===== config.mk =====
export PLATFORM = sky130hd
export DESIGN_NAME = fft_peak_detect
export DESIGN_NICKNAME = d
export VERILOG_FILES = /design/src/rtl/fft_peak_detect_pkg.sv /design/src/rtl/fft_mag2_pipe.sv /design/src/rtl/fft_peak_detect.sv
export SDC_FILE = /design/constraint.sdc
export NUM_CORES = 2
export LEC_CHECK = 0
export CORE_UTILIZATION = 69
export CTS_CLUSTER_DIAMETER = 50
export DETAILED_ROUTE_END_ITERATION = 10
export PLACE_DENSITY = 0.88
export SYNTH_ARGS = -nofsm -noshare
export SYNTH_HDL_FRONTEND = slang
export SYNTH_SLANG_ARGS = --single-unit

===== constraint.sdc =====
create_clock -name sys_clk -period 18.3 [get_ports sys_clk]
set_input_delay 3.66 -clock sys_clk [delete_from_list [all_inputs] [get_ports sys_clk]]
set_output_delay 3.66 -clock sys_clk [all_outputs]
set_load 0.01 [all_outputs]

===== src/rtl/fft_peak_detect_pkg.sv =====
`default_nettype none
// =============================================================================
// fft_peak_detect_pkg : state encoding and default widths shared with the FFT
// front-end.  Rev 1.0
// =============================================================================
package fft_peak_detect_pkg;

  localparam int FPD_DATA_W = 16;
  localparam int FPD_IDX_W  = 10;

  typedef enum logic [1:0] {
    ST_IDLE   = 2'd0,
    ST_ACCUM  = 2'd1,
    ST_DRAIN  = 2'd2,
    ST_REPORT = 2'd3
  } fpd_state_e;

endpackage
`default_nettype wire


===== src/rtl/fft_mag2_pipe.sv =====
`default_nettype none
// =============================================================================
// fft_mag2_pipe : re^2 + im^2 in three register stages, valid and tag follow.
// Rev 1.0
// =============================================================================
module fft_mag2_pipe
  import fft_peak_detect_pkg::*;
#(
  parameter int DATA_W = FPD_DATA_W,
  parameter int TAG_W  = 1
) (
  input  logic                  clk,
  input  logic                  rst_n,
  input  logic                  in_valid,
  input  logic [DATA_W-1:0]     in_re,
  input  logic [DATA_W-1:0]     in_im,
  input  logic [TAG_W-1:0]      in_tag,
  output logic                  out_valid,
  output logic [2*DATA_W-1:0]   out_pow,
  output logic [TAG_W-1:0]      out_tag
);

  localparam int PW = 2 * DATA_W;

  logic              s1_valid_q, s1_valid_d, s2_valid_q, s2_valid_d, s3_valid_q, s3_valid_d;
  logic [DATA_W-1:0] s1_re_q, s1_re_d, s1_im_q, s1_im_d;
  logic [TAG_W-1:0]  s1_tag_q, s1_tag_d, s2_tag_q, s2_tag_d, s3_tag_q, s3_tag_d;
  logic [PW-1:0]     s2_sqr_q, s2_sqr_d, s2_sqi_q, s2_sqi_d, s3_pow_q, s3_pow_d;
  logic [PW-1:0]     w_re_ext, w_im_ext;

  // Squares stay below 2^PW, so the low PW bits of the unsigned product are exact.
  assign w_re_ext = {{DATA_W{s1_re_q[DATA_W-1]}}, s1_re_q};
  assign w_im_ext = {{DATA_W{s1_im_q[DATA_W-1]}}, s1_im_q};

  always_comb begin
    s1_valid_d = in_valid;
    s1_re_d    = in_re;
    s1_im_d    = in_im;
    s1_tag_d   = in_tag;
    s2_valid_d = s1_valid_q;
    s2_sqr_d   = w_re_ext * w_re_ext;
    s2_sqi_d   = w_im_ext * w_im_ext;
    s2_tag_d   = s1_tag_q;
    s3_valid_d = s2_valid_q;
    s3_pow_d   = s2_sqr_q + s2_sqi_q;
    s3_tag_d   = s2_tag_q;
  end

  always_ff @(posedge clk or negedge rst_n) begin
    if (!rst_n) begin
      s1_valid_q <= 1'b0;
      s1_re_q    <= '0;
      s1_im_q    <= '0;
      s1_tag_q   <= '0;
      s2_valid_q <= 1'b0;
      s2_sqr_q   <= '0;
      s2_sqi_q   <= '0;
      s2_tag_q   <= '0;
      s3_valid_q <= 1'b0;
      s3_pow_q   <= '0;
      s3_tag_q   <= '0;
    end else begin
      s1_valid_q <= s1_valid_d;
      s1_re_q    <= s1_re_d;
      s1_im_q    <= s1_im_d;
      s1_tag_q   <= s1_tag_d;
      s2_valid_q <= s2_valid_d;
      s2_sqr_q   <= s2_sqr_d;
      s2_sqi_q   <= s2_sqi_d;
      s2_tag_q   <= s2_tag_d;
      s3_valid_q <= s3_valid_d;
      s3_pow_q   <= s3_pow_d;
      s3_tag_q   <= s3_tag_d;
    end
  end

  assign out_valid = s3_valid_q;
  assign out_pow   = s3_pow_q;
  assign out_tag   = s3_tag_q;

endmodule
`default_nettype wire


===== src/rtl/fft_peak_detect.sv =====
`default_nettype none
// =============================================================================
// fft_peak_detect : finds the strongest bin in 1..N/2-1 of each FFT frame.
// Rev 1.0
// =============================================================================
module fft_peak_detect
  import fft_peak_detect_pkg::*;
#(
  parameter int DATA_W = FPD_DATA_W,
  parameter int FFT_N  = 1024,
  parameter int IDX_W  = FPD_IDX_W
) (
  input  logic                sys_clk,
  input  logic                sys_rst,
  input  logic [DATA_W-1:0]   s_re,
  input  logic [DATA_W-1:0]   s_im,
  input  logic                s_valid,
  input  logic                s_last,
  output logic                s_ready,
  output logic [IDX_W-1:0]    peak_idx,
  output logic [2*DATA_W-1:0] peak_pow,
  output logic                peak_valid,
  output logic                frame_err,
  output logic                busy
);

  localparam int PW = 2 * DATA_W;

  fpd_state_e       state_q, state_d;
  logic [IDX_W-1:0] cnt_q, cnt_d, run_idx_q, run_idx_d, peak_idx_q, peak_idx_d;
  logic [PW-1:0]    run_pow_q, run_pow_d, peak_pow_q, peak_pow_d;
  logic [1:0]       drain_q, drain_d;
  logic             bad_q, bad_d, en_q, en_d;

  logic             w_accept, w_at_end, w_last, w_elig, w_hit;
  logic             p_valid;
  logic [PW-1:0]    p_pow;
  logic [IDX_W:0]   p_tag;
  logic [IDX_W-1:0] w_best_idx;
  logic [PW-1:0]    w_best_pow;

  assign w_accept = s_valid & s_ready;
  assign w_at_end = (cnt_q == IDX_W'(FFT_N - 1));
  // A frame also ends when the counter runs out, so no beat leaks into the next frame.
  assign w_last   = w_accept & (s_last | w_at_end);
  assign w_elig   = (cnt_q != '0) && (cnt_q < IDX_W'(FFT_N / 2));

  fft_mag2_pipe #(.DATA_W(DATA_W), .TAG_W(IDX_W + 1)) u_mag2 (
    .clk       (sys_clk),
    .rst_n     (sys_rst),
    .in_valid  (w_accept),
    .in_re     (s_re),
    .in_im     (s_im),
    .in_tag    ({w_elig, cnt_q}),
    .out_valid (p_valid),
    .out_pow   (p_pow),
    .out_tag   (p_tag)
  );

  // Strictly greater keeps the lowest index on ties.
  assign w_hit      = p_valid && p_tag[IDX_W] && (p_pow > run_pow_q);
  assign w_best_idx = w_hit ? p_tag[IDX_W-1:0] : run_idx_q;
  assign w_best_pow = w_hit ? p_pow : run_pow_q;

  always_comb begin
    state_d = state_q;
    unique case (state_q)
      ST_IDLE, ST_ACCUM: begin
        if (w_last)        state_d = ST_DRAIN;
        else if (w_accept) state_d = ST_ACCUM;
      end
      ST_DRAIN:  if (drain_q == 2'd2) state_d = ST_REPORT;
      ST_REPORT: state_d = ST_IDLE;
      default:   state_d = ST_IDLE;
    endcase
  end

  always_comb begin
    en_d       = 1'b1;
    cnt_d      = cnt_q;
    drain_d    = (state_q == ST_DRAIN) ? drain_q + 2'd1 : 2'd0;
    bad_d      = bad_q;
    run_idx_d  = w_best_idx;
    run_pow_d  = w_best_pow;
    peak_idx_d = peak_idx_q;
    peak_pow_d = peak_pow_q;
    if (state_q == ST_REPORT) begin
      cnt_d     = '0;
      run_idx_d = '0;
      run_pow_d = '0;
    end else if (w_accept) begin
      cnt_d = cnt_q + IDX_W'(1);
    end
    if (w_last) bad_d = s_last ^ w_at_end;
    // The final beat leaves the pipe in the last DRAIN cycle, so take the bypassed best.
    if ((state_q == ST_DRAIN) && (drain_q == 2'd2) && !bad_q) begin
      peak_idx_d = w_best_idx;
      peak_pow_d = w_best_pow;
    end
  end

  always_ff @(posedge sys_clk or negedge sys_rst) begin
    if (!sys_rst) begin
      state_q    <= ST_IDLE;
      en_q       <= 1'b0;
      cnt_q      <= '0;
      drain_q    <= 2'd0;
      bad_q      <= 1'b0;
      run_idx_q  <= '0;
      run_pow_q  <= '0;
      peak_idx_q <= '0;
      peak_pow_q <= '0;
    end else begin
      state_q    <= state_d;
      en_q       <= en_d;
      cnt_q      <= cnt_d;
      drain_q    <= drain_d;
      bad_q      <= bad_d;
      run_idx_q  <= run_idx_d;
      run_pow_q  <= run_pow_d;
      peak_idx_q <= peak_idx_d;
      peak_pow_q <= peak_pow_d;
    end
  end

  always_comb begin
    s_ready    = en_q && ((state_q == ST_IDLE) || (state_q == ST_ACCUM));
    busy       = (state_q != ST_IDLE);
    peak_valid = (state_q == ST_REPORT) && !bad_q;
    frame_err  = (state_q == ST_REPORT) && bad_q;
  end

  assign peak_idx = peak_idx_q;
  assign peak_pow = peak_pow_q;

endmodule
`default_nettype wire


# [Yosys cells after proc, flatten, opt, wreduce, memory -nomap -nowiden]
# Index checks and enable logic that the tools add are counted.
[totals] reg_bits=264 input_bits=36 wordCells=65
[classes] n_addsub=3 n_mul=2 magnitude_cmp=2 eq_ne=7 mux=11 bitwise_logic=4 reduce_logical=16
[op_table] cell="$mul 16x16->32" n=2
[op_table] cell="$mux 32" n=2
[op_table] cell="$mux 10" n=4
[op_table] cell="$add 32x32->32" n=1
[op_table] cell="$gt 32x32->1" n=1
[op_table] cell="$add 10x1->10 const B" n=1
[op_table] cell="$eq 10x10->1 const B" n=1
[op_table] cell="$lt 10x10->1 const B" n=1
[op_table] cell="$reduce_bool 10->1" n=1
[op_table] cell="$logic_and 1x1->1" n=8
[op_table] cell="$mux 2" n=4
[op_table] cell="$eq 2x2->1 const B" n=3
[op_table] cell="$pmux 2 s3" n=1
[op_table] cell="$reduce_bool 2->1" n=2
[op_table] cell="$ne 3x2->1 const B" n=1
[op_table] cell="$add 2x1->2 const B" n=1
[op_table] cell="$and 1x1->1" n=2
[op_table] cell="$eq 2x1->1 const B" n=1
[op_table] cell="$logic_not 2->1" n=1
[op_table] cell="$ne 2x2->1 const B" n=1
[op_table] cell="$reduce_and 2->1" n=1
[op_table] cell="$reduce_or 2->1" n=1
[op_table] cell="$logic_not 1->1" n=1
[op_table] cell="$logic_or 1x1->1" n=1
[op_table] cell="other kinds (2)" n=2

# [Depth between registers and ports, before layout]
[depth] ltp_word=7 mapped_depth=24

# [By module]
# Synthesis repeated with hierarchy kept, for this count alone.
[unflattened] cells_unflattened=2810 area_unflattened_um2=28071.9
[by_module_without_submodules] mod="fft_mag2_pipe" instances=1 cells_per_inst=2286 area_each_um2=23079.6
[by_module_without_submodules] mod="fft_peak_detect" instances=1 cells_per_inst=524 area_each_um2=4992.3

# [Worst setup path after synthesis]
# Ideal clock, no wire load.
[synth_timing] kind="register -> register" startpoint="register u_mag2.s1_re_q[13]" endpoint="register u_mag2.s2_sqr_q[28]" setup_ns=0.101 arrival_time_ns=6.053 required_ns=18.199 setup_slack_ns=12.146 stages_incl_launch_ff=20 path_buffers=2 synth_period_minus_slack_ns=6.154 path_cell_list="dfrtp_1 > clkbuf_1 > clkbuf_1 > nand2_1 > fa_1 > fa_1 > fa_1 > inv_1 > fa_1 > fa_1 > fa_1 > ha_1 > a21o_1 > a21o_1 > a21o_1 > or4_1 > a21o_1 > a2111o_1 > and2_4 > o311ai_2"
[synth_between] elab_chain_len=1
[synth_rtl] item="start: declaration" line="fft_mag2_pipe.sv:26" text="logic [DATA_W-1:0] s1_re_q, s1_re_d, s1_im_q, s1_im_d;"
[synth_rtl] item="start signal: assignment" line="fft_mag2_pipe.sv:64" text="s1_re_q <= s1_re_d;"
[synth_rtl] item="$mul 16x16->32" line="fft_mag2_pipe.sv:41" text="s2_sqr_d = w_re_ext * w_re_ext;"
[synth_rtl] item="net u_mag2.s2_sqr_d[28]" line="fft_mag2_pipe.sv:28" text="logic [PW-1:0] s2_sqr_q, s2_sqr_d, s2_sqi_q, s2_sqi_d, s3_pow_q, s3_pow_d;"
[synth_rtl] item="end signal: assignment" line="fft_mag2_pipe.sv:68" text="s2_sqr_q <= s2_sqr_d;"
[synth_rtl] item="end: declaration" line="fft_mag2_pipe.sv:28"
# The timed path passes the listed nets, and every way through them passes these cells.
# A chain may end at the register's enable or synchronous reset.

# [Worst setup path after layout]
[layout_timing] startpoint="register u_mag2.s1_im_q[15]" endpoint="register u_mag2.s2_sqi_q[28]"
[layout_between] elab_chain_len=1
[layout_rtl] item="start: declaration" line="fft_mag2_pipe.sv:26"
[layout_rtl] item="start signal: assignment" line="fft_mag2_pipe.sv:65" text="s1_im_q <= s1_im_d;"
[layout_rtl] item="$mul 16x16->32" line="fft_mag2_pipe.sv:42" text="s2_sqi_d = w_im_ext * w_im_ext;"
[layout_rtl] item="net u_mag2.s2_sqi_d[28]" line="fft_mag2_pipe.sv:28"
[layout_rtl] item="end signal: assignment" line="fft_mag2_pipe.sv:69" text="s2_sqi_q <= s2_sqi_d;"
[layout_rtl] item="end: declaration" line="fft_mag2_pipe.sv:28"
# The timed path passes the listed nets, and every way through them passes these cells.

==> impl_metrics.yaml <==
cells_and_area:
  area_growth_syn_to_layout_pct: 8.93
  final_common_cell: "inv_1"
  num_antenna_cells: 0
  final_cells: 3356
  final_cell_mix: "inv_1 (658), fa_1 (471), dfrtp_1 (262), ha_1 (243), nand2_1 (191)"
  layout-drive-gt1-share: 0.0318
  nets: 3554
worst_setup_path:
  critPathCaptureType: "register"
  crit_type: "reg -> reg"
  critPathRequiredTime_ns: 18.76
  critPathMaxFanout: 18
  arrival_ns: 7.74
  critPathLaunchType: "register"
synth:
  synthMuxAreaShare: 0.0170
  synthCells: 2751
  syn-cell-area_um2: 27900
  ys_async_sr_fraction: 1.00
  synth_top_family_by_area: "adder cells"
  yosys_warnings: 0
  syn_avg_cell_area_um2: 10.1
  netlist.area_leader.share: 0.339
  ys_seq_area_frac: 0.235
  yosys_most_used_dff: "dfrtp_1"
  yosys.area.top_type: "fa_1"
  synth_nets: 3501
  synth-seq-cells: 262
  synth_fa_ha_area_frac: 0.448
  synth.distinct_cells: 64
  synth-xor-area-share: 0.0365
  synth_edf_count: 0
  synth_area_leaders: "fa_1 (34%), dfrtp_1 (24%), ha_1 (11%)"
  synth-simple-area-share: 0.0987
  synth_compound_area_frac: 0.0663
global_routing:
  antenna_found_initial: 0
  grt_pass1_wl_um: 103000
  grt_usage: 0.316
  grt_pass1_vias: 21410
  grt_max_degree: 122
  grt.overflow.total: 0
clocking:
  numCtsBuffers: 35
  cts.sinks: 262
  clkTransAtPathRegs_ns: 0.06
  cts_htree_levels: 2
  hold_buffers: 0
  cts_max_path_buffers: 3
  root_buffer: "clkbuf_16"
  clock_latency_ns: 0.56
  cts_tree: "built"
  postCtsSetupBuffers: 0
  cts_resized: 0
floorplanning:
  core_area_um2: 39700
  die_x_um: 203
  start_util: 0.701
  fp.dieH_um: 203
  die-area_um2: 41200
  ios: 82
  std_cell_rows: 73
drt:
  route.detailed.drc: 2
  wl_um: 60300
  initialDrtViolationCount: 1400
  drt_pass1_iterations: 10
  wire_per_inst_um: 18.0
  ant_nets: 0
  dr_total_vias: 19242
  vias_per_cell: 5.73
timing:
  setup_violations: 0
  worst_pin_slew_ns: 1.08
  max-slew-margin-rel: 0.283
  period_share: 0.398
  tns_ns: 0
  max_clock_freq_mhz: 137
  grt_setup_unrepaired: "no"
  final_max_slew_viol_count: 0
  fin_crit_ns: 7.29
  fin_skew_ns: 0.0343
  hold_viol_final: 0
run_status:
  outcome: "finished with violations"
  violations: "design-rule violations"
placement:
  hpwl_um: 47100
  place.gp.congestion: 0.930
  place_inst: 3292
  io_buffers: 81
worst_hold_path:
  hp-class: "reg -> reg"
job:
  max_cap_viol_count: 0
Yosys cell counts (15+ instances only):
library cell,count
a21oi_1,110
dfrtp_1,262
fa_1,471
nand3_1,16
nor2b_1,19
ha_1,243
nor2_1,190
inv_1,658
a21o_1,40
xor2_1,35
o21ai_0,39
nand2_1,191
mux2i_1,45
xnor2_1,81
nor3_1,25
clkbuf_1,62
and3_1,15
and2_1,86
worst paths after layout:
kind,from,to,slack (ns),depth (start not counted)
min in group asynchronous,sys_rst,run_idx_q[5],3.20,1
max in group asynchronous,sys_rst,u_mag2.s2_sqi_q[3],13.57,2
min reg2reg,u_mag2.s1_tag_q[4],u_mag2.s2_tag_q[4],0.35,0
max,u_mag2.s1_im_q[15],u_mag2.s2_sqi_q[28],11.01,18
max reg2reg,u_mag2.s1_im_q[15],u_mag2.s2_sqi_q[28],11.01,18
min,u_mag2.s1_tag_q[4],u_mag2.s2_tag_q[4],0.35,0
state kept, by name (all words and copies together) (netlist names), 11 cells and up:
signal / count
u_mag2.s2_sqi_q: 31
u_mag2.s2_tag_q: 11
u_mag2.s2_sqr_q: 31
u_mag2.s1_tag_q: 11
peak_pow: 32
run_pow_q: 32
u_mag2.out_tag: 11
u_mag2.s1_re_q: 16
u_mag2.out_pow: 32
u_mag2.s1_im_q: 16
critical path: stages (launching register included):
cell	delay (ns)
dfrtp_1	0.72
clkinv_1	0.67
nor2_1	0.46
fa_1	0.62
fa_1	0.84
fa_1	0.51
fa_1	0.50
fa_1	0.50
inv_1	0.05
fa_1	0.47
inv_1	0.04
ha_1	0.35
nor2b_1	0.17
o21ai_0	0.16
nand2b_1	0.10
a221oi_1	0.49
o21ai_0	0.17
a21oi_1	0.22
xnor2_1	0.16
cell families after synthesis:
kind of cell,after synthesis
compound gates,286
xor+xnor,116
mux,47
other cells,1
simple gates,597
fa+ha+maj,714
buf+inv,728
flops,262
layout make-up:
type,instances,area (um2)
clock buffer,41,918
clock inverter,23,317
fill,2492,9390
inverter,659,2470
multi-input combinational,1761,18600
sequential,262,6560
tap,525,657
timing repair buffer,85,846
through the flow:
| step | hold slack (ns) | cell area [um2] | setup slack, ns | util |
|---|---|---|---|---|
| after floorplan | 0.331 | 27900 | 12.15 | - |
| after global placement | 0.331 | 29100 | 11.46 | 0.733 |
| after detailed placement | 0.335 | 29100 | 11.16 | 0.733 |
| after CTS | 0.348 | 30300 | 11.08 | 0.764 |
| after global routing | 0.353 | 30300 | 10.57 | 0.764 |
| final | 0.348 | 30300 | 11.01 | 0.764 |
routing by layer:
layer,global-route usage,wire (um)
met1,0.382,22400
met2,0.566,31800
met3,0.0483,3750
met4,0.132,2410
met5,0,0
Power is not shown: default switching activity piles up to over one toggle a cycle in this logic, so the estimate is an artifact.
